<file path="src/rtl/fifo_arb_pkg.sv">
// Shared types and default sizing for the FIFO write arbiter.
package fifo_arb_pkg;

    typedef enum logic [0:0] {
        StIdle,
        StBurst
    } arb_state_e;

    localparam int unsigned DefNumReq    = 4;
    localparam int unsigned DefDataWidth = 8;
    localparam int unsigned DefBurstLen  = 4;

endpackage

</file>
<file path="src/rtl/rr_pick.sv">
// Combinational round-robin picker: first set request at or above ptr, wrapping at NUM_REQ.
module rr_pick #(
    parameter int unsigned NUM_REQ = 4,
    parameter int unsigned IDX_W   = $clog2(NUM_REQ)
) (
    input  logic [NUM_REQ-1:0] req,
    input  logic [IDX_W-1:0]   ptr,
    output logic               found,
    output logic [IDX_W-1:0]   idx
);

    localparam logic [IDX_W:0] NumReqW = (IDX_W + 1)'(NUM_REQ);

    logic [IDX_W:0] sum;

    // Walk offsets 0..NUM_REQ-1 from ptr; the extra bit holds ptr+offset before the wrap.
    always_comb begin
        found = 1'b0;
        idx   = '0;
        sum   = '0;
        for (int unsigned i = 0; i < NUM_REQ; i++) begin
            sum = {1'b0, ptr} + (IDX_W + 1)'(i);
            if (sum >= NumReqW) begin
                sum = sum - NumReqW;
            end
            if (!found && req[IDX_W'(sum)]) begin
                found = 1'b1;
                idx   = IDX_W'(sum);
            end
        end
    end

endmodule

</file>
<file path="src/rtl/fifo_wr_arbiter.sv">
// Round-robin burst arbiter merging NUM_REQ write requesters into one FIFO write port.
module fifo_wr_arbiter
    import fifo_arb_pkg::*;
#(
    parameter int unsigned NUM_REQ    = DefNumReq,
    parameter int unsigned DATA_WIDTH = DefDataWidth,
    parameter int unsigned BURST_LEN  = DefBurstLen
) (
    input  logic                          clk,
    input  logic                          rst,
    input  logic [NUM_REQ-1:0]            req_valid,
    input  logic [NUM_REQ*DATA_WIDTH-1:0] req_data,
    output logic [NUM_REQ-1:0]            req_ready,
    input  logic                          fifo_full,
    output logic                          fifo_wr_en,
    output logic [DATA_WIDTH-1:0]         fifo_wr_data,
    output logic [$clog2(NUM_REQ)-1:0]    grant_id,
    output logic                          busy
);

    localparam int unsigned IdxW  = $clog2(NUM_REQ);
    localparam int unsigned BeatW = $clog2(BURST_LEN + 1);

    localparam logic [BeatW-1:0] LastBeat = BeatW'(BURST_LEN - 1);
    localparam logic [IdxW-1:0]  LastIdx  = IdxW'(NUM_REQ - 1);

    arb_state_e       state_q, state_d;
    logic [IdxW-1:0]  owner_q, owner_d;
    logic [BeatW-1:0] beat_cnt_q, beat_cnt_d;
    logic [IdxW-1:0]  rr_ptr_q, rr_ptr_d;

    logic             pick_found;
    logic [IdxW-1:0]  pick_idx;
    logic             owner_valid;
    logic             burst_exit;
    logic [DATA_WIDTH-1:0] data_arr [NUM_REQ];

    rr_pick #(
        .NUM_REQ (NUM_REQ),
        .IDX_W   (IdxW)
    ) u_rr_pick (
        .req   (req_valid),
        .ptr   (rr_ptr_q),
        .found (pick_found),
        .idx   (pick_idx)
    );

    always_comb begin
        for (int unsigned i = 0; i < NUM_REQ; i++) begin
            data_arr[i] = req_data[i*DATA_WIDTH +: DATA_WIDTH];
        end
    end

    assign owner_valid = req_valid[owner_q];

    always_comb begin
        state_d      = state_q;
        owner_d      = owner_q;
        beat_cnt_d   = beat_cnt_q;
        rr_ptr_d     = rr_ptr_q;
        req_ready    = '0;
        fifo_wr_en   = 1'b0;
        fifo_wr_data = '0;
        burst_exit   = 1'b0;

        unique case (state_q)
            StIdle: begin
                if (!fifo_full && pick_found) begin
                    state_d    = StBurst;
                    owner_d    = pick_idx;
                    beat_cnt_d = '0;
                end
            end
            StBurst: begin
                req_ready[owner_q] = !fifo_full;
                fifo_wr_en         = owner_valid && !fifo_full;
                fifo_wr_data       = data_arr[owner_q];
                // A full stall neither counts a beat nor ends the burst.
                if (!owner_valid) begin
                    burst_exit = 1'b1;
                end else if (fifo_wr_en) begin
                    if (beat_cnt_q == LastBeat) begin
                        burst_exit = 1'b1;
                    end else begin
                        beat_cnt_d = beat_cnt_q + BeatW'(1);
                    end
                end
                if (burst_exit) begin
                    state_d  = StIdle;
                    rr_ptr_d = (owner_q == LastIdx) ? '0 : owner_q + IdxW'(1);
                end
            end
            default: state_d = StIdle;
        endcase
    end

    always_ff @(posedge clk or posedge rst) begin
        if (rst) begin
            state_q    <= StIdle;
            owner_q    <= '0;
            beat_cnt_q <= '0;
            rr_ptr_q   <= '0;
        end else begin
            state_q    <= state_d;
            owner_q    <= owner_d;
            beat_cnt_q <= beat_cnt_d;
            rr_ptr_q   <= rr_ptr_d;
        end
    end

    assign grant_id = owner_q;
    assign busy     = (state_q == StBurst);

endmodule
</file>
<file path="config.mk">
export PLATFORM = sky130hd
export DESIGN_NAME = fifo_wr_arbiter
export DESIGN_NICKNAME = d
export VERILOG_FILES = /design/src/rtl/fifo_arb_pkg.sv /design/src/rtl/rr_pick.sv /design/src/rtl/fifo_wr_arbiter.sv
export SDC_FILE = /design/constraint.sdc
export NUM_CORES = 1
export LEC_CHECK = 0
export ABC_AREA = 1
export BUFFER_PORTS_ARGS = -buffer_cell sky130_fd_sc_hd__buf_2
export CORE_MARGIN = 5
export CORE_UTILIZATION = 41
export DETAILED_ROUTE_END_ITERATION = 8
export PLACE_DENSITY_LB_ADDON = 0.1
export SLEW_MARGIN = 20
export SYNTH_ARGS = -nofsm -noshare
export SYNTH_HDL_FRONTEND = slang
export SYNTH_SLANG_ARGS = --single-unit
</file>
<file path="constraint.sdc">
create_clock -name clk -period 1.21 [get_ports clk]
set_input_delay 0.0605 -clock clk [delete_from_list [all_inputs] [get_ports clk]]
set_output_delay 0.0605 -clock clk [all_outputs]
set_load 0.01 [all_outputs]
</file>
==> flow_metrics.env <==
export IMPL_numCtsBuffers=3
export IMPL_hold_end="busy$_DFF_PP0_"
export IMPL_drt_iter0_drc=73
export IMPL_period_needed_ns=1.510
export IMPL_start_util=0.4308
export IMPL_stdcell_count=307
export IMPL_antenna_found_initial=0
export IMPL_clk_latency_ns=0.26
export IMPL_yosys_most_used_dff="dfrtp_1"
export IMPL_grt_pass1_vias=1405
export IMPL_clk_pin_slew_ns=0.06
export IMPL_wl_per_cell_um=12.12
export IMPL_cp_buffers_inverters=2
export IMPL_hp_class="input port to register"
export IMPL_drc_errors=0
export IMPL_drv_slew=0
export IMPL_grt_overflow_total=0
export IMPL_synth_seq_cells=8
export IMPL_power_density_mw_per_mm2=2457
export IMPL_crit_path_start_kind="register"
export IMPL_yosysMostFrequentCell="nand2_1"
export IMPL_first_pass_iters=4
export IMPL_cts_tree="built"
export IMPL_reg2reg_to="grant_id[1]$_DFFE_PP0P_"
export IMPL_fin_skew_ns=0.008389
export IMPL_r2r_setup_slack_ns=-0.30
export IMPL_pin_count=55
export IMPL_synth_cell_types=24
export IMPL_dpl_cell_count=289
export IMPL_route_vias_total=1515
export IMPL_critPathSlowestCell="dfrtp_2"
export IMPL_cp_end_kind="register"
export IMPL_final_setup_worst_slack_ns=-0.2997
export IMPL_crit_chain="clkinv_4 > nand2_1 > nand2_2 > nand2_2 > nand2_4 > nor2_4 > nand3_2 > nand2_4 > inv_2 > nand2_1 > nand2_1"
export IMPL_period_share=1.248
export IMPL_synth_common_cells="50 x nand2_1, 41 x nor2_1, 21 x o21ai_0"
export IMPL_synth_top_area_cell="dfrtp_1"
export IMPL_syn_inst=190
export IMPL_core_mm2=0.002477
export IMPL_crit_cells=11
export IMPL_crit_type="register to register"
export IMPL_finalHoldViolCount=0
export IMPL_r2r_start="rr_ptr_q[0]$_DFFE_PP0P_"
export IMPL_ant_nets=0
export IMPL_grt_pass1_wl_mm=5.692
export IMPL_track_usage=0.1978
export IMPL_wl_mm=3.720
export IMPL_syn_num_nets=235
export IMPL_place_ws_ns=-0.2383
export IMPL_worst_path_largest_cell_delay_ns=0.44
export IMPL_yosysWarningCount=0
export IMPL_routabilityCongestion=0.8136
export IMPL_avgSynthCellArea_um2=5.617
export IMPL_holdPathStages=3
export IMPL_outcome="complete, but fails checks"
export IMPL_cp_top_family="simple AND/OR/NAND/NOR gates"
export IMPL_cts_root_buf="clkbuf_4"
export IMPL_place_area_mm2=0.001523
export IMPL_die_w_um=61.02
export IMPL_peakVddDrop_mv=1.564
export IMPL_r2r_cells=11
export IMPL_area_growth_pct=74.56
export IMPL_grt_max_degree=12
export IMPL_clockBufferDepth=2
export IMPL_worst_pin_slew_ns=0.3028
export IMPL_arrival_ns=1.66
export IMPL_dieArea_mm2=0.003723
export IMPL_die_y_um=61.02
export IMPL_synth_area_mm2=0.001067
export IMPL_critPathMaxFanout=8
export IMPL_num_nets_final=323
export IMPL_synth_top_area_frac=0.1876
export IMPL_final_area_mm2=0.001863
export IMPL_drive_above_1_share=0.5235
export IMPL_async_reset_ff_frac=1.000
export IMPL_dp_hpwl_mm=2.601
export IMPL_row_count=18
export IMPL_failed_checks="negative setup slack"
export IMPL_hp_start="fifo_full"
export IMPL_max_freq_ghz=0.6624
export IMPL_synth_area_leaders="dfrtp_1 19%, nand2_1 18%, nor2_1 14%, o21ai_0 9.8%, ha_1 7.0%"
export IMPL_leakagePower_nw=0.9964
export IMPL_clock_sinks=8
export IMPL_ys_seq_area_frac=0.1876
export IMPL_drv_cap=0
export IMPL_h_tree_depth=1
export IMPL_num_antenna_cells=0
export IMPL_max_slew_margin=0.7979
export IMPL_viasPerCell=4.935
export IMPL_io_buffers=54
export IMPL_rsz0062_at_grt="yes"
export IMPL_cp_common_cell="nand2_1"
export IMPL_cp_required_ns=1.36
export IMPL_finalSetupViolations=21
export IMPL_synth_enable_flop_cells=0
## flip-flops by register name, summed over array words and instances, names as in the netlist
| register | count |
|---|---|
| busy | 1 |
| rr_ptr_q | 2 |
| grant_id | 2 |
| beat_cnt_q | 3 |
## kinds of logic after synthesis
kind of cell	Yosys count	synth area share
simple gates	115	0.4584
compound gates	34	0.1665
buf+inv	27	0.1172
flops	8	0.1876
fa+ha+maj	6	0.07034
## per-layer routing
metal	routed length, µm	global-route usage
met5	0	0
met4	61	0.06502
met3	262	0.04822
met2	1817	0.3429
met1	1580	0.2388
## where the power goes
part | total (W) | internal (W) | switching (W)
Sequential | 0.000570 | 0.000383 | 0.000186
Clock | 0.000235 | 0.000127 | 0.000108
Combinational | 0.00377 | 0.00177 | 0.00201
Total | 0.00458 | 0.00228 | 0.00230
## worst max path at each step
stage                                  from                       to
floorplan           rr_ptr_q[0]$_DFFE_PP0P_  grant_id[1]$_DFFE_PP0P_
global placement    rr_ptr_q[0]$_DFFE_PP0P_  grant_id[1]$_DFFE_PP0P_
detailed placement  rr_ptr_q[0]$_DFFE_PP0P_  grant_id[1]$_DFFE_PP0P_
CTS                 grant_id[0]$_DFFE_PP0P_          fifo_wr_data[2]
global route        rr_ptr_q[1]$_DFFE_PP0P_  grant_id[0]$_DFFE_PP0P_
finish              rr_ptr_q[0]$_DFFE_PP0P_  grant_id[1]$_DFFE_PP0P_
## cell usage in the layout (no fill, tap or decap), types with 2 or more instances in the layout
cell type	n
dfrtp_1	5
buf_4	22
o21ai_2	4
nand3_2	7
ha_4	3
inv_1	12
nor2_1	35
inv_2	6
buf_2	53
nor2_4	2
nand2_2	17
nor2_2	5
o21ai_0	2
nand4_1	2
clkbuf_4	3
buf_6	11
ha_1	2
dfrtp_2	3
nand2_1	37
a21oi_1	9
nand2_4	3
nand3_1	6
o21ai_1	16
clkinv_4	2
## final cells by class
| cell class | count | area [µm²] |
|---|---|---|
| Multi-Input combinational cell | 155 | 902.1 |
| Fill cell | 193 | 614.3 |
| Sequential cell | 8 | 203.9 |
| Inverter | 21 | 88.84 |
| Clock buffer | 4 | 26.28 |
| Tap cell | 30 | 37.54 |
| Timing Repair Buffer | 89 | 604.3 |
## worst reg2reg max path, delay by kind of cell, from the launching register on
| kind | cells | cell delay, ns |
|---|---|---|
| buf+inv | 2 | 0.15 |
| flops | 1 | 0.44 |
| simple gates | 9 | 0.81 |
## per-stage QoR
stage               hold slack [ns]  setup TNS [ns]  total power [W]  utilization
floorplan                   -0.1239         -0.6177         0.002453            -
CTS                          0.1909          -4.995         0.004005       0.6874
finish                       0.1813          -5.495         0.004577       0.7520
global route                 0.2552          -7.343         0.004988       0.7520
detailed placement          0.01722          -1.880         0.003340       0.6146
global placement            0.01957          -1.638         0.003340       0.6146
## timing repair
| item | in CTS | in global routing |
|---|---|---|
| endpoints found under the setup margin | 21 | 21 |
| cloned | 2 | 1 |
| pin swaps | 8 | 16 |
| setup buffers | 4 | 6 |
| hold buffers | 1 | 0 |
| gates resized for setup | 38 | 37 |
| endpoints found under the hold margin | 8 | 0 |
(Power assumes the default switching activity.)
